===== src/rtl/hamming_fitness_evaluator_pkg.sv =====
// rtl/hamming_fitness_evaluator_pkg.sv - shared state encoding and sizing helpers for the fitness evaluator
package hamming_fitness_evaluator_pkg;

   typedef enum logic [1:0] {
      ST_IDLE = 2'd0,
      ST_EVAL = 2'd1,
      ST_DONE = 2'd2
   } state_t;

   function automatic int clog2(input int value);
      int result;
      result = 0;
      while ((1 << result) < value) begin
         result = result + 1;
      end
      return result;
   endfunction

   function automatic int num_chunks(input int total_width, input int chunk_width);
      return (total_width + chunk_width - 1) / chunk_width;
   endfunction

endpackage


===== src/rtl/hamming_fitness_evaluator_if.sv =====
// rtl/hamming_fitness_evaluator_if.sv - individual/fitness handshake bundle; FITNESS_MASK_EN adds the mask word
interface hamming_fitness_evaluator_if #(
   parameter int IndividualWidth = 32,
   parameter int FitnessWidth    = 16
);
   logic                       test_individual;
   logic [IndividualWidth-1:0] individual;
   logic [IndividualWidth-1:0] target;
`ifdef FITNESS_MASK_EN
   logic [IndividualWidth-1:0] mask;
`endif
   logic                       fitness_end;
   logic [FitnessWidth-1:0]    fitness;

`ifdef FITNESS_MASK_EN
   modport master (output test_individual, individual, target, mask, input fitness_end, fitness);
   modport slave  (input test_individual, individual, target, mask, output fitness_end, fitness);
`else
   modport master (output test_individual, individual, target, input fitness_end, fitness);
   modport slave  (input test_individual, individual, target, output fitness_end, fitness);
`endif

endinterface


===== src/rtl/hamming_fitness_evaluator_popcount.sv =====
// rtl/hamming_fitness_evaluator_popcount.sv - combinational count of ones over a Width-bit vector
import hamming_fitness_evaluator_pkg::*;

module hamming_fitness_evaluator_popcount #(
   parameter int Width = 4
) (
   input  logic [Width-1:0]           in_bits,
   output logic [clog2(Width+1)-1:0]  count
);
   localparam int CountW = clog2(Width + 1);

   always_comb begin
      count = '0;
      for (int i = 0; i < Width; i++) begin
         count = count + CountW'(in_bits[i]);
      end
   end

endmodule


===== src/rtl/hamming_fitness_evaluator.sv =====
// rtl/hamming_fitness_evaluator.sv - chunked Hamming-match fitness responder for the compact GA
// Optional FITNESS_MASK_EN restricts scoring to bits with mask=1.
import hamming_fitness_evaluator_pkg::*;

module hamming_fitness_evaluator #(
   parameter int IndividualWidth = 32,
   parameter int FitnessWidth    = 16,
   parameter int ChunkWidth      = 4
) (
   input  logic clk,
   input  logic rst,
   hamming_fitness_evaluator_if.slave bus
);
   localparam int NumChunks = num_chunks(IndividualWidth, ChunkWidth);
   localparam int PadW      = NumChunks * ChunkWidth;
   localparam int AccW      = clog2(IndividualWidth + 1);
   localparam int PcW       = clog2(ChunkWidth + 1);
   localparam int CntW      = clog2(NumChunks + 1);

   state_t                  state_q, state_d;
   logic                    prev_q;
   logic [CntW-1:0]         cnt_q, cnt_d;
   logic [AccW-1:0]         acc_q, acc_d;
   logic [PcW-1:0]          pc_q, pc_d;
   logic [PadW-1:0]         ind_q, ind_d;
   logic [PadW-1:0]         tgt_q, tgt_d;
   logic [PadW-1:0]         vld_q, vld_d;
   logic [FitnessWidth-1:0] fitness_q, fitness_d;
   logic                    end_q, end_d;

   logic                    start;
   logic [ChunkWidth-1:0]   chunk_match;
   logic [PcW-1:0]          chunk_cnt;
   logic [AccW-1:0]         sum;
   logic [FitnessWidth-1:0] sum_sat;
   logic [PadW-1:0]         latch_vld;

   assign start = bus.test_individual & ~prev_q;

   // Pad bits carry a zero valid flag so they never score as matches.
`ifdef FITNESS_MASK_EN
   assign latch_vld = PadW'(bus.mask);
`else
   assign latch_vld = PadW'({IndividualWidth{1'b1}});
`endif

   assign chunk_match = ~(ind_q[ChunkWidth-1:0] ^ tgt_q[ChunkWidth-1:0]) & vld_q[ChunkWidth-1:0];

   hamming_fitness_evaluator_popcount #(
      .Width(ChunkWidth)
   ) u_popcount (
      .in_bits (chunk_match),
      .count   (chunk_cnt)
   );

   // The chunk count is registered before accumulation, so the sum always lags one chunk.
   assign sum = acc_q + AccW'(pc_q);

   if (AccW > FitnessWidth) begin : g_sat
      assign sum_sat = (|sum[AccW-1:FitnessWidth]) ? {FitnessWidth{1'b1}} : sum[FitnessWidth-1:0];
   end else begin : g_nosat
      assign sum_sat = FitnessWidth'(sum);
   end

   always_comb begin
      state_d   = state_q;
      cnt_d     = cnt_q;
      acc_d     = acc_q;
      pc_d      = pc_q;
      ind_d     = ind_q;
      tgt_d     = tgt_q;
      vld_d     = vld_q;
      fitness_d = fitness_q;
      end_d     = end_q;
      case (state_q)
         ST_EVAL: begin
            if (cnt_q == CntW'(NumChunks)) begin
               fitness_d = sum_sat;
               end_d     = 1'b1;
               state_d   = ST_DONE;
            end else begin
               acc_d = sum;
               pc_d  = chunk_cnt;
               ind_d = ind_q >> ChunkWidth;
               tgt_d = tgt_q >> ChunkWidth;
               vld_d = vld_q >> ChunkWidth;
               cnt_d = cnt_q + 1'b1;
            end
         end
         default: begin
            if (start) begin
               ind_d   = PadW'(bus.individual);
               tgt_d   = PadW'(bus.target);
               vld_d   = latch_vld;
               acc_d   = '0;
               pc_d    = '0;
               cnt_d   = '0;
               end_d   = 1'b0;
               state_d = ST_EVAL;
            end
         end
      endcase
   end

   always_ff @(posedge clk or negedge rst) begin
      if (!rst) begin
         state_q   <= ST_IDLE;
         prev_q    <= 1'b0;
         cnt_q     <= '0;
         acc_q     <= '0;
         pc_q      <= '0;
         ind_q     <= '0;
         tgt_q     <= '0;
         vld_q     <= '0;
         fitness_q <= '0;
         end_q     <= 1'b0;
      end else begin
         state_q   <= state_d;
         prev_q    <= bus.test_individual;
         cnt_q     <= cnt_d;
         acc_q     <= acc_d;
         pc_q      <= pc_d;
         ind_q     <= ind_d;
         tgt_q     <= tgt_d;
         vld_q     <= vld_d;
         fitness_q <= fitness_d;
         end_q     <= end_d;
      end
   end

   assign bus.fitness     = fitness_q;
   assign bus.fitness_end = end_q;

endmodule


===== src/flat_wrapper.sv =====
// flat-port wrapper written by rule: the top's interface ports become plain ports
module hamming_fitness_evaluator_flat 
#(
   parameter int IndividualWidth = 32,
   parameter int FitnessWidth    = 16,
   parameter int ChunkWidth      = 4
)
  (clk, rst, bus_test_individual, bus_individual, bus_target, bus_fitness_end, bus_fitness);
  hamming_fitness_evaluator_if #(.IndividualWidth(IndividualWidth), .FitnessWidth(FitnessWidth)) bus_i ();
  input  logic clk;
  input  logic rst;
  input wire logic [$bits(bus_i.test_individual)-1:0] bus_test_individual;
  input wire logic [$bits(bus_i.individual)-1:0] bus_individual;
  input wire logic [$bits(bus_i.target)-1:0] bus_target;
  output wire logic [$bits(bus_i.fitness_end)-1:0] bus_fitness_end;
  output wire logic [$bits(bus_i.fitness)-1:0] bus_fitness;
  assign bus_i.test_individual = bus_test_individual;
  assign bus_i.individual = bus_individual;
  assign bus_i.target = bus_target;
  assign bus_fitness_end = bus_i.fitness_end;
  assign bus_fitness = bus_i.fitness;
  hamming_fitness_evaluator #(.IndividualWidth(IndividualWidth), .FitnessWidth(FitnessWidth), .ChunkWidth(ChunkWidth)) u_core (.clk(clk), .rst(rst), .bus(bus_i));
endmodule

===== config.mk =====
export PLATFORM = sky130hd
export DESIGN_NAME = hamming_fitness_evaluator_flat
export DESIGN_NICKNAME = d
export VERILOG_FILES = /design/src/rtl/hamming_fitness_evaluator_pkg.sv /design/src/rtl/hamming_fitness_evaluator_if.sv /design/src/rtl/hamming_fitness_evaluator_popcount.sv /design/src/rtl/hamming_fitness_evaluator.sv /design/src/flat_wrapper.sv
export SDC_FILE = /design/constraint.sdc
export NUM_CORES = 1
export LEC_CHECK = 0
export BUFFER_PORTS_ARGS = -buffer_cell sky130_fd_sc_hd__clkbuf_2
export CAP_MARGIN = 10
export CORE_MARGIN = 4
export CORE_UTILIZATION = 35
export DETAILED_ROUTE_END_ITERATION = 10
export GPL_ROUTABILITY_DRIVEN = 0
export SLEW_MARGIN = 20
export SYNTH_ARGS = -nofsm -noshare
export SYNTH_HDL_FRONTEND = slang
export SYNTH_SLANG_ARGS = --single-unit

===== constraint.sdc =====
create_clock -name clk -period 1.75 [get_ports clk]
set_clock_uncertainty 0.1 [all_clocks]
set_input_delay 0.4375 -clock clk [delete_from_list [all_inputs] [get_ports clk]]
set_output_delay 0.4375 -clock clk [all_outputs]
set_load 0.005 [all_outputs]

After elaboration in Yosys (flattened, before gate mapping)
Index checks and enable logic that the tools add are counted.

word-level totals
  bits in registers = 119
  bits in latches = 0
  RAM bits = 0
  memory bits (read-only) = 0
  logic and storage cells = 52
  memories kept = 0

cells by class
  $add $sub $neg = 5
  multipliers = 0
  divide/modulo/power cells = 0
  magnitude comparators = 0
  equality and inequality tests = 4
  shift operators = 0
  muxes and demuxes = 24
  bitwise operators = 5
  reductions and logical operators = 4

operators with widths
  operator                                        count
  2-to-1 mux 32 bit                               9
  2-to-1 mux 6 bit                                3
  2-to-1 mux 4 bit                                3
  2-to-1 mux 3 bit                                3
  adder 6 x 3 -> 6 bit                            1
  2-to-1 mux 2 bit                                3
  AND reduction 2 bit                             3
  adder 4 x 1 -> 4 bit (second input constant)    1
  AND 4 bit                                       1
  == test 4 bit (second input constant)           1
  inverter 4 bit                                  1
  bitwise XOR 4 bit                               1
  adder 2 x 1 -> 3 bit                            1
  adder 3 x 1 -> 3 bit                            1
  2-to-1 mux 1 bit                                3
  adder 1 x 1 -> 2 bit                            1
  == test 2 x 1 -> 1 bit (second input constant)  1
  != test 2 x 1 -> 1 bit (second input constant)  1
  != test 2 bit (second input constant)           1
  nonzero test 2 bit                              1
  AND 1 bit                                       1
  inverter 1 bit                                  1

Longest topological paths before layout
Gate-level depths: netlist (run 1).

  word-level depth = 8
  gate-level depth with buffers = 8
  depth with buffers taken out = 8

By module
Synthesis (run 1) repeated with hierarchy kept, for this count alone.

second synthesis, totals
  cells, all modules = 440
  area total of the unflattened synthesis = 4224.1 um^2

modules (own cells, without submodules)
  module                              instances  cells an instance  area each (um^2)  seq. area each (um^2)
  hamming_fitness_evaluator           1          432                4160.2            2352.3
  hamming_fitness_evaluator_popcount  1          8                  63.8              0.0

Worst setup path before layout (run 1)
Ideal clock, no wire load.

  path kind = register to register
  from = reg u_core.tgt_q[0]
  to = reg u_core.pc_q[1]
  data arrival time = 1.685 ns
  slack = -0.152 ns
  stages on the path, launching flop included = 9
  period minus slack after synthesis = 1.902 ns
  path through = dfrtp_1 -> xnor2_1 -> nand2_1 -> fa_1 -> inv_1 -> ha_1 -> ha_1 -> nand2_1 -> nand2_1

between the ends
  word-level cells in the longest chain between the ends = 8

ends and longest elaborated chain
  what                    line                                      text
  start, declared         hamming_fitness_evaluator.sv:26           logic [PadW-1:0] tgt_q, tgt_d;
  start signal, assigned  hamming_fitness_evaluator.sv:124          tgt_q <= tgt_d;
  bitwise XOR 4 bit       hamming_fitness_evaluator.sv:47           assign chunk_match = ~(ind_q[ChunkWidth-1:0] ^ tgt_q[ChunkWidth-1:0]) & vld_q[ChunkWidth-1:0];
  inverter 4 bit          hamming_fitness_evaluator.sv:47
  AND 4 bit               hamming_fitness_evaluator.sv:47
  adder 1 x 1 -> 2 bit    hamming_fitness_evaluator_popcount.sv:15  count = count + CountW'(in_bits[i]);
  adder 2 x 1 -> 3 bit    hamming_fitness_evaluator_popcount.sv:15
  adder 3 x 1 -> 3 bit    hamming_fitness_evaluator_popcount.sv:15
  2-to-1 mux 3 bit        hamming_fitness_evaluator.sv:77           if (cnt_q == CntW'(NumChunks)) begin
  2-to-1 mux 3 bit        hamming_fitness_evaluator.sv:75           case (state_q)
  end signal, assigned    hamming_fitness_evaluator.sv:122          pc_q <= pc_d;
  end, declared           hamming_fitness_evaluator.sv:24           logic [PcW-1:0] pc_q, pc_d;

No other way between the ends. The select of a mux whose other input is x is not followed.
A chain may end at the register's enable or synchronous reset.

Worst setup path after layout (run 1)
  from = reg u_core.cnt_q[0]
  to = reg u_core.acc_q[5]

between the ends
  word-level cells in the longest chain between the ends = 3

ends and longest elaborated chain
  what                           line                              text
  start, declared                hamming_fitness_evaluator.sv:22   logic [CntW-1:0] cnt_q, cnt_d;
  start signal, assigned         hamming_fitness_evaluator.sv:120  cnt_q <= cnt_d;
  == test 4 bit                  hamming_fitness_evaluator.sv:77
  != test 2 bit (no line)        n/a
  AND reduction 2 bit (no line)  n/a
  end signal, assigned           hamming_fitness_evaluator.sv:110  acc_q <= '0;
  end signal, assigned           hamming_fitness_evaluator.sv:121  acc_q <= acc_d;
  end, declared                  hamming_fitness_evaluator.sv:23   logic [AccW-1:0] acc_q, acc_d;

No other way between the ends.

==> run_results.csv, run 1 <==
group,metric,value,unit
finish,multi_input_area,2260,µm²
clock_tree,htreeDepth,3,
logic_synthesis,syn_area,4470,µm²
timing,final-max-slew-violation-count,0,
setup_path,reg2reg_from,"u_core.cnt_q[0]",
clock_tree,insertion_delay,0.33,ns
setup_path,critPathCaptureType,"flip-flop",
finish,fillers,1120,
clock_tree,cts_buffers,9,
place,port_buffers,73,
drt,drt_iter0_markers,168,
setup_path,required,1.92,ns
setup_path,max_stage_delay,0.38,ns
clock_tree,clockBufferDepth,2,
clock_tree,cts_sinks,94,
power,power.density,2210,nW/µm²
setup_path,crit_fanout,6,
clock_tree,cts_root_buf,"clkbuf_16",
logic_synthesis,ys_warn_count,0,
timing,setup_violations,62,
setup_path,arrival,2.11,ns
finish,n_antenna_cell,0,
setup_path,path_buf_inv,3,
drt,drc,0,
setup_path,cp_common_cell,"buf_12",
die,rows,41,
finish,final_cells,717,
grt,grt.overflow.total,0,
setup_path,worstPathCellList,"inv_1 > ha_2 > nand3b_1 > mux2i_4 > buf_12 > buf_12 > o21bai_1 > a22o_1",
finish,nets,618,
power,vdd_drop_max,1.05,mV
logic_synthesis,postSynthCellCount,439,
setup_path,setup.worst_path.class,"reg -> reg",
finish,regArea,2350,µm²
grt,antenna_found_initial,0,
setup_path,cp_slowest_cell,"dfrtp_1",
setup_path,critPathTopFamily,"buffers and inverters",
logic_synthesis,ys_ff_latch,94,
die,die_h,121,µm
min_path,hold_path_class,"in -> async",
place,dp_slack,-0.204,ns
logic_synthesis,ys_types,34,
drt,viasPerCell,4.76,
setup_path,startpoint_type,"flip-flop",
die,die_w,121,µm
drt,wirelength,11100,µm
timing,hold_viol,0,
grt,track_usage,13.2,%
flow_run,cap_viol_max_count,0,
run_status,failed_checks,"negative setup slack",
timing,period_share,111,%
timing,rsz0062_at_grt,"true",
timing,fin_crit,1.94,ns
run_status,status,"finished with violations",
finish,fin_area,6210,µm²
die,top_level_ports,84,
grt,grt_max_degree,68,
drt,ant_nets,0,
place,hpwl,6580,µm
die,core_area,12600,µm²
place,place_area,5110,µm²
setup_path,startpoint,"u_core.cnt_q[0]",
drt,first_pass_iters,4,
die,die_area,14700,µm²
place,dpl.cell_count,678,
logic_synthesis,seq_area_frac_synth,52.6,%
die,initial_core_util,35.6,%
logic_synthesis,avgSynthCellArea,10.2,µm²
power,leakage,0.00324,µW
finish,post-route-util,49.4,%
timing,max_freq,516,MHz
drt,wire_per_inst,15.4,µm
clock_tree,clk_pin_slew,0.06,ns
timing,post-route-worst-setup-slack,-0.189,ns
finish,drive_gt1_share,39.3,%
clock_tree,tritoncts,"done",
grt,grt_pass1_wl,15400,µm
grt,grt_pass1_vias,3175,
finish,syn_to_final_growth,38.7,%
drt,vias,3411,
[what timing repair did]
action	CTS	global route
endpoints found under the hold margin	0	0
hold buffers	0	0
gates cloned	1	15
gates resized for setup	5	125
setup endpoints to repair	7	83
pin swaps	5	53
setup buffers	1	9
[synth_stat cells, drive strengths merged]
library cell / count / area [µm²]
a211oi: 1 / 7.51
clkbuf: 10 / 51.3
o211ai: 1 / 7.51
fa: 2 / 40.0
or2: 1 / 6.26
a21oi: 3 / 15.0
o21bai: 2 / 15.0
nor2: 5 / 18.8
nand2: 110 / 413
nand2b: 3 / 18.8
ha: 7 / 87.6
a22o: 1 / 8.76
nand3b: 1 / 7.51
xnor2: 7 / 61.3
mux2: 2 / 22.5
and2: 2 / 12.5
mux2i: 59 / 603
buf: 27 / 209
o31ai: 1 / 7.51
nand3: 17 / 85.1
nor2b: 3 / 21.3
o21ai: 71 / 355
o21a: 1 / 7.51
inv: 5 / 18.8
conb: 1 / 3.75
dfrtp: 94 / 2350
xor2: 2 / 17.5
[state kept, by name, indices dropped and copies added (netlist names)]
| name | cells |
|---|---|
| u_core.acc_q | 6 |
| u_core.cnt_q | 4 |
| u_core.prev_q | 1 |
| u_core.pc_q | 3 |
| u_core.bus.fitness | 6 |
| u_core.tgt_q | 32 |
| u_core.ind_q | 32 |
| u_core.vld_q | 8 |
| u_core.state_q | 2 |
[placed cells by master (no fill, tap or decap), types with 2 or more instances in the layout]
cell type  synthesis  layout
o21ai_1           37      26
mux2_2             2       2
xnor2_2            0       2
clkbuf_2           5      72
buf_4             12      18
o21ai_2            0      33
nor2_1             5       4
clkbuf_1           3       2
conb_1             1      10
nand2b_1           3       3
ha_4               0       2
nand2_4            0      16
dfrtp_1           94      94
mux2i_1           58      58
buf_12             0      13
buf_8              0       4
nor2b_1            2       2
ha_1               7       3
nand3_1           17      17
clkbuf_16          0      18
clkinv_2           0       2
o21ai_0           34      12
a21oi_2            0       2
nand2_2            0      13
ha_2               0       2
nand2_1          110      81
xnor2_1            7       5
inv_1              5       4
buf_6              7       3
[per-stage QoR]
step,hold WS (ns),power [µW],TNS (ns)
finish,0.0202,13700,-6.42
global route,0.0429,14700,-11.36
CTS,0.0311,10800,-0.583
detailed placement,0.356,8840,-0.393
global placement,0.344,8680,-0.282
floorplan,0.0419,7510,-0.137
[worst register-to-register path, delay by kind of cell (launching register included)]
kind | cells | cell delay (ns)
AO/OA/AOI/OAI | 2 | 0.25
adder cells (fa/ha/maj) | 1 | 0.16
buffers and inverters | 3 | 0.39
flip-flops | 1 | 0.38
multiplexers | 1 | 0.38
AND/OR/NAND/NOR | 1 | 0.21
[kinds of logic after synthesis]
group | Yosys count | synth area share [%]
buffers and inverters | 42 | 6.24
muxes | 61 | 14.0
AOI/OAI and AO/OA | 81 | 9.48
DFF | 94 | 52.6
and+or+nand+nor | 142 | 13.0
other | 1 | 0.0838
xor gates and xnor gates | 9 | 1.76
adders and majority gates | 9 | 2.85
[final timing paths]
| kind | depth (start not counted) | end | slack, ns |
|---|---|---|---|
| max in group asynchronous | 2 | u_core.tgt_q[27] | 1.24 |
| max | 8 | u_core.acc_q[5] | -0.19 |
| min reg2reg | 2 | u_core.vld_q[23] | 0.37 |
| min in group clk | 1 | u_core.prev_q | 0.14 |
| min | 2 | u_core.ind_q[30] | 0.02 |
| max reg2reg | 8 | u_core.acc_q[5] | -0.19 |
[routing by layer]
layer	vias to the layer above	track usage, %	share of wire, %	wire length (µm)
met2	73	20.6	49	5400
met5	-	0	0	0
met1	1657	18.1	46	5050
met4	0	3.54	0.89	99
li1	1672	-	-	-
met3	9	3.68	4.7	516
[layout make-up]
class / instances / area share, %
Sequential cell: 94 / 37.9
Multi-Input combinational cell: 312 / 36.4
Timing Repair Buffer: 120 / 17.8
Clock buffer: 12 / 3.97
Tap cell: 172 / 3.47
Inverter: 5 / 0.302
Clock inverter: 2 / 0.161
[report_power, final]
group / internal, µW / switching (µW)
Clock: 983 / 769
Sequential: 3110 / 615
Combinational: 4260 / 4000
No activity file was read; power rests on OpenSTA's default activity.
==> inputs of run 2 (changes only) <==
ABC_AREA = 1   (was not set)
==> run 2 against run 1 <==
Compared with the run above:
- the flow still finishes with violations (negative setup slack)
- cell area is 14% lower
- sequential power shrank 6.7%
- global-route usage grew 0.72 points
- final cell count increased by 8.8%
- synthesized area down 2.7%
- synthesized cell count increased by 19%
- worst hold slack better by 0.10 ns
- sequential share of layout area increased by 6.1 points
- total power is 28% lower
==> run_results.csv, run 2 <==
group,metric,value,unit
clock_tree,cts_root_buf,"clkbuf_16",
flow_run,cap_viol_max_count,0,
die,top_level_ports,84,
setup_path,arrival,2.05,ns
grt,track_usage,13.9,%
setup_path,crit_fanout,3,
finish,syn_to_final_growth,22.9,%
setup_path,reg2reg_from,"u_core.ind_q[0]",
finish,mostFrequentLayoutCell,"nand2_1",
timing,fin_crit,1.88,ns
logic_synthesis,synthArstFlopShare,100,%
logic_synthesis,ys_ff_latch,94,
setup_path,cp.depth,8,
power,power.share.clock,18.2,%
logic_synthesis,synth_edf_count,0,
power,switching_share,39.9,%
die,die_h,120,µm
setup_path,critPathTopFamily,"adder cells",
grt,grt_util_met2,22.5,%
power,total_power,9880,µW
drt,drt_iter0_markers,195,
finish,n_antenna_cell,0,
power,intPower,5940,µW
die,die_area,14300,µm²
clock_tree,tritoncts,"done",
finish,reg.largest.list,"u_core.ind_q: 32 flops, u_core.tgt_q: 32 flops, u_core.vld_q: 8 flops",
drt,wire_per_inst,12.3,µm
finish,drive_gt1_share,20.8,%
setup_path,startpoint_type,"flip-flop",
timing,max_freq,533,MHz
die,die_w,120,µm
timing,rsz0062_at_grt,"true",
grt,grt.overflow.total,0,
min_path,hold_path_class,"in -> reg",
place,port_buffers,73,
setup_path,setup.worst_path.class,"reg -> reg",
power,leakage,0.00277,µW
setup_path,endpoint,"u_core.pc_q[1]",
run_status,failed_checks,"negative setup slack",
setup_path,worstPathCellList,"a21oi_2 > o21ai_2 > fa_1 > inv_2 > ha_4 > ha_4 > nand2_1 > nand2_1",
grt,grt_max_degree,52,
power,pwr-share-seq,35.2,%
run_status,status,"finished with violations",
logic_synthesis,yosys.area.top_type,"dfrtp_1",
die,initial_core_util,35.9,%
finish,nets,683,
finish,fin_area,5350,µm²
logic_synthesis,ys_top_cells_by_count,"229 x nand2_1, 94 x dfrtp_1, 50 x nand3_1",
logic_synthesis,postSynthCellCount,524,
setup_path,reg2reg_to,"u_core.pc_q[1]",
grt,grt_pass1_wl,16300,µm
setup_path,max_stage_delay,0.54,ns
clock_tree,cts_sinks,94,
setup_path,cp_slowest_cell,"fa_1",
drt,drc,0,
drt,ant_nets,0,
drt,first_pass_iters,4,
clock_tree,cts_buffers,9,
power,power.density,1850,nW/µm²
clock_tree,clockBufferDepth,2,
timing,final-max-slew-violation-count,0,
setup_path,worstRegToRegCells,8,
logic_synthesis,avgSynthCellArea,8.30,µm²
timing,period_share,107,%
logic_synthesis,synthTopCellsByArea,"dfrtp_1 54%, nand2_1 20%, nand3_1 5.8%",
grt,grt_pass1_vias,3622,
finish,post-route-util,44.1,%
clock_tree,clk_pin_slew,0.06,ns
setup_path,startpoint,"u_core.ind_q[0]",
logic_synthesis,ys_types,29,
logic_synthesis,synth.most_common_cell,"nand2_1",
grt,met3_usage,5.00,%
grt,met1_usage,18.0,%
timing,setup_violations,2,
finish,fillers,1245,
grt,antenna_found_initial,0,
drt,wirelength,9600,µm
timing,post-route-worst-setup-slack,-0.125,ns
logic_synthesis,ys_warn_count,0,
timing,hold_ws,0.122,ns
setup_path,critPathCaptureType,"flip-flop",
drt,viasPerCell,4.52,
clock_tree,htreeDepth,3,
power,switchingPower,3940,µW
power,vdd_drop_max,0.777,mV
timing,hold_viol,0,
logic_synthesis,seq_area_frac_synth,54.1,%
setup_path,path_buf_inv,1,
logic_synthesis,ys.flop_type,"dfrtp_1",
die,core_area,12100,µm²
place,place_area,4950,µm²
place,hpwl,6770,µm
finish,final_cell_mix,"229 x nand2_1, 94 x dfrtp_1, 72 x clkbuf_2, 50 x nand3_1, 33 x inv_1",
die,rows,40,
setup_path,required,1.93,ns
logic_synthesis,yosys.area.top_type_share,54.1,%
setup_path,r2r_setup_slack,-0.13,ns
clock_tree,insertion_delay,0.34,ns
grt,grt-busiest-layer,"met2",
logic_synthesis,syn_area,4350,µm²
drt,vias,3529,
power,combPwrFrac,46.5,%
-- run 2: cell count changes after synthesis, moves of 3 or more --
| cell | delta |
|---|---|
| o211ai_1 | +4 |
| nand2_2 | +3 |
| inv_1 | +31 |
| xnor2_1 | -6 |
| nand3_1 | +33 |
| a21oi_1 | +6 |
| mux2i_1 | -58 |
| nand2_1 | +119 |
| clkbuf_2 | -5 |
| nand2b_1 | -3 |
| o21ai_0 | -10 |
| o21ai_1 | -27 |
| buf_2 | +8 |
-- run 2: kinds of logic after synthesis --
| logic type | Yosys count | share of synthesized area [%] |
|---|---|---|
| and+or+nand+nor | 292 | 27.0 |
| DFF | 94 | 54.1 |
| buffers and inverters | 72 | 8.57 |
| AOI/OAI and AO/OA | 54 | 6.96 |
| adders and majority gates | 9 | 2.93 |
| xor gates and xnor gates | 2 | 0.403 |
| other | 1 | 0.0862 |
-- run 2: layout make-up --
class                   count  area, µm²  share of cell area, %
clock buffers              10        239                   4.47
clock inverters             6       37.5                  0.702
inverters                  39        154                   2.88
multi-input cells         367       1710                   31.9
flip-flops and latches     94       2350                   44.0
well taps                 168        210                   3.93
repair buffers             96        648                   12.1
-- run 2: layer usage --
layer,routed length (µm),vias to the layer above
met3,556,13
met4,103,0
li1,-,1794
met2,4470,79
met5,0,-
met1,4480,1643
-- run 2: worst min-delay path by stage --
stage / slack, ns / depth (start not counted) / from / end
after CTS: 0.11 / 1 / bus_test_individual / u_core.prev_q
after global placement: 0.31 / 1 / rst / u_core.cnt_q[1]
after floorplan: 0.04 / 0 / rst / u_core.acc_q[0]
final: 0.12 / 1 / bus_test_individual / u_core.prev_q
after detailed placement: 0.31 / 1 / rst / u_core.cnt_q[1]
after global routing: 0.11 / 1 / bus_test_individual / u_core.prev_q
-- run 2: power groups by stage --
stage                     logic [µW]  registers, µW  clock network, µW
after global placement          4130           3490                  0
final                           4590           3480               1800
after CTS                       4410           3480               1880
after detailed placement        4230           3510                  0
after global routing            5290           3580               1960
after floorplan                 3160           3410                  0
-- run 2: what timing repair did --
item / 4_1_cts / 5_1_grt
resized for setup: 6 / 9
setup endpoints to repair: 3 / 72
hold buffers: 1 / 0
gates cloned: 0 / 1
endpoints found under the hold margin: 26 / 0
setup buffers: 1 / 4
pin swaps: 6 / 1
-- run 2: per-stage QoR --
stage / instances / TNS [ns] / worst slack (ns)
2_1_floorplan: 533 / -0.121 / -0.110
3_5_place_dp: 757 / -0.273 / -0.180
3_3_place_gp: 757 / -0.278 / -0.176
6_report: 780 / -0.186 / -0.125
5_1_grt: 780 / -1.75 / -0.176
4_1_cts: 775 / -0.198 / -0.133
==> inputs of run 3 (changes only) <==
CORE_ASPECT_RATIO = 0.7   (was not set)
CTS_CLUSTER_DIAMETER = 30   (was not set)
==> run 3 against run 2 <==
Compared with the run above:
- the run still ends with negative setup slack left
- total power grew 6.1%
- critical path depth is the same
- sequential power is essentially flat
- non-clock buffer count shrank 4
- clock-buffer cell count shrank 1
- cell area grew 0.61%
- final cell count shrank 1.9%
- first-iteration DRC count shrank 9.2%
- global-route usage grew 0.65 points
- clock power grew 23%
- critical endpoint unchanged
- largest power group unchanged
- highest routed layer unchanged
==> run_results.csv, run 3 (same netlist as run 2, synthesis figures left out) <==
group,metric,value,unit
drt,vias,3523,
finish,drive_gt1_share,21.1,%
run_status,status,"finished with violations",
clock_tree,clockBufferDepth,2,
flow_run,cap_viol_max_count,0,
die,rows,33,
finish,post-route-util,45.1,%
place,port_buffers,73,
timing,fin_setup_tns,-0.347,ns
clock_tree,cts_sinks,94,
place,hpwl,6820,µm
clock_tree,tritoncts,"done",
setup_path,reg2reg_to,"u_core.pc_q[1]",
finish,reg.largest.list,"u_core.ind_q: 32 flops, u_core.tgt_q: 32 flops, u_core.vld_q: 8 flops",
power,vdd_drop_max,0.863,mV
power,power.density,1950,nW/µm²
die,core_area,11900,µm²
drt,drc,0,
setup_path,crit_fanout,2,
place,dp_slack,-0.226,ns
finish,n_antenna_cell,0,
grt,grt_pass1_vias,3555,
grt,grt_max_degree,52,
grt,grt.overflow.total,0,
setup_path,r2r_setup_slack,-0.19,ns
finish,fillers,1203,
timing,max_freq,514,MHz
timing,hold_ws,0.116,ns
die,die_h,101,µm
die,initial_core_util,36.5,%
setup_path,critPathCaptureType,"flip-flop",
grt,antenna_found_initial,0,
drt,ant_nets,0,
finish,final_cell_mix,"225 x nand2_1, 94 x dfrtp_1, 72 x clkbuf_2, 50 x nand3_1, 33 x inv_1",
finish,regArea,2350,µm²
setup_path,startpoint_type,"flip-flop",
timing,setup_violations,3,
setup_path,arrival,2.08,ns
min_path,whs_endpoint,"u_core.prev_q",
timing,hold_viol,0,
clock_tree,cts_root_buf,"clkbuf_16",
clock_tree,htreeDepth,3,
timing,rsz0062_at_grt,"true",
die,top_level_ports,84,
clock_tree,cts_buffers,9,
run_status,failed_checks,"negative setup slack",
finish,syn_to_final_growth,23.6,%
min_path,holdPathStages,1,
grt,track_usage,14.6,%
clock_tree,clk_pin_slew,0.07,ns
min_path,hp-start,"bus_test_individual",
min_path,hold_path_class,"in -> reg",
drt,wirelength,9970,µm
setup_path,setup.worst_path.class,"reg -> reg",
drt,wire_per_inst,13.0,µm
drt,first_pass_iters,7,
finish,multi_input_area,1710,µm²
timing,period_share,111,%
timing,fin_crit,1.94,ns
drt,drt_iter0_markers,177,
drt,viasPerCell,4.61,
setup_path,reg2reg_from,"u_core.ind_q[1]",
timing,final-max-slew-violation-count,0,
power,leakage,0.00278,µW
clock_tree,insertion_delay,0.34,ns
finish,mostFrequentLayoutCell,"nand2_1",
grt,grt_pass1_wl,16700,µm
setup_path,worstRegToRegCells,8,
die,die_w,141,µm
finish,nets,679,
die,die_area,14300,µm²
timing,post-route-worst-setup-slack,-0.194,ns
setup_path,required,1.89,ns
## run 3: changes by cell type in the layout (fill, tap and decap cells not counted), moves of 2 or more
cell | before | now
clkinvlp_4 | 3 | 1
nand2_1 | 229 | 225
bufinv_16 | 0 | 3
buf_4 | 15 | 10
nand2_2 | 2 | 7
## run 3: metrics by stage
stage | power [µW] | cells | cell area, µm²
final | 10500 | 765 | 5380
after CTS | 10400 | 764 | 5330
after floorplan | 6570 | 533 | 4390
after global routing | 11500 | 765 | 5380
after global placement | 7690 | 746 | 4940
after detailed placement | 7850 | 746 | 4940
## run 3: area by class of cell
| class | count | area share (%) |
|---|---|---|
| inverters | 39 | 2.77 |
| repair buffers | 92 | 11.7 |
| flip-flops and latches | 94 | 43.7 |
| multi-input cells | 367 | 31.8 |
| well taps | 157 | 3.65 |
| clock inverters | 7 | 2.09 |
| clock buffers | 9 | 4.19 |
## run 3: how the worst max path moves through the flow
| stage | end | depth (start not counted) | from | slack (ns) |
|---|---|---|---|---|
| 6_report | u_core.pc_q[1] | 8 | u_core.ind_q[1] | -0.19 |
| 3_5_place_dp | u_core.pc_q[1] | 9 | u_core.vld_q[3] | -0.23 |
| 2_1_floorplan | u_core.pc_q[1] | 8 | u_core.ind_q[1] | -0.11 |
| 4_1_cts | u_core.pc_q[1] | 8 | u_core.ind_q[0] | -0.17 |
| 3_3_place_gp | u_core.pc_q[1] | 9 | u_core.vld_q[3] | -0.19 |
| 5_1_grt | u_core.pc_q[1] | 8 | u_core.ind_q[1] | -0.27 |
## run 3: worst max-delay path, cell delays in order (launching register included)
cell,delay (ns)
dfrtp_1,0.40
a21oi_2,0.17
o21ai_2,0.09
fa_1,0.57
inv_2,0.05
ha_4,0.15
ha_4,0.21
nand2_2,0.05
nand2_2,0.04
## run 3: what timing repair did
item / in CTS / in global routing
setup buffers: 1 / 0
hold buffers: 1 / 0
endpoints found under the setup margin: 4 / 61
endpoints found under the hold margin: 29 / 0
gates cloned: 0 / 1
resized for setup: 9 / 10
pin swaps: 7 / 5
## run 3: per-layer routing
layer	global-route usage, %	up-vias	part of all wire (%)
met5	0	-	0
met4	3.28	0	0.71
met3	5.10	9	5.5
met2	21.8	73	44
met1	20.6	1648	50
li1	-	1793	-
## run 3: report_power, final
part	leakage [µW]	switching, µW	total (µW)	internal (µW)
Combinational	0.00140	2780	4760	1980
Sequential	0.00122	450	3490	3040
Clock	0.000165	834	2220	1390
Total	0.00278	4060	10500	6420
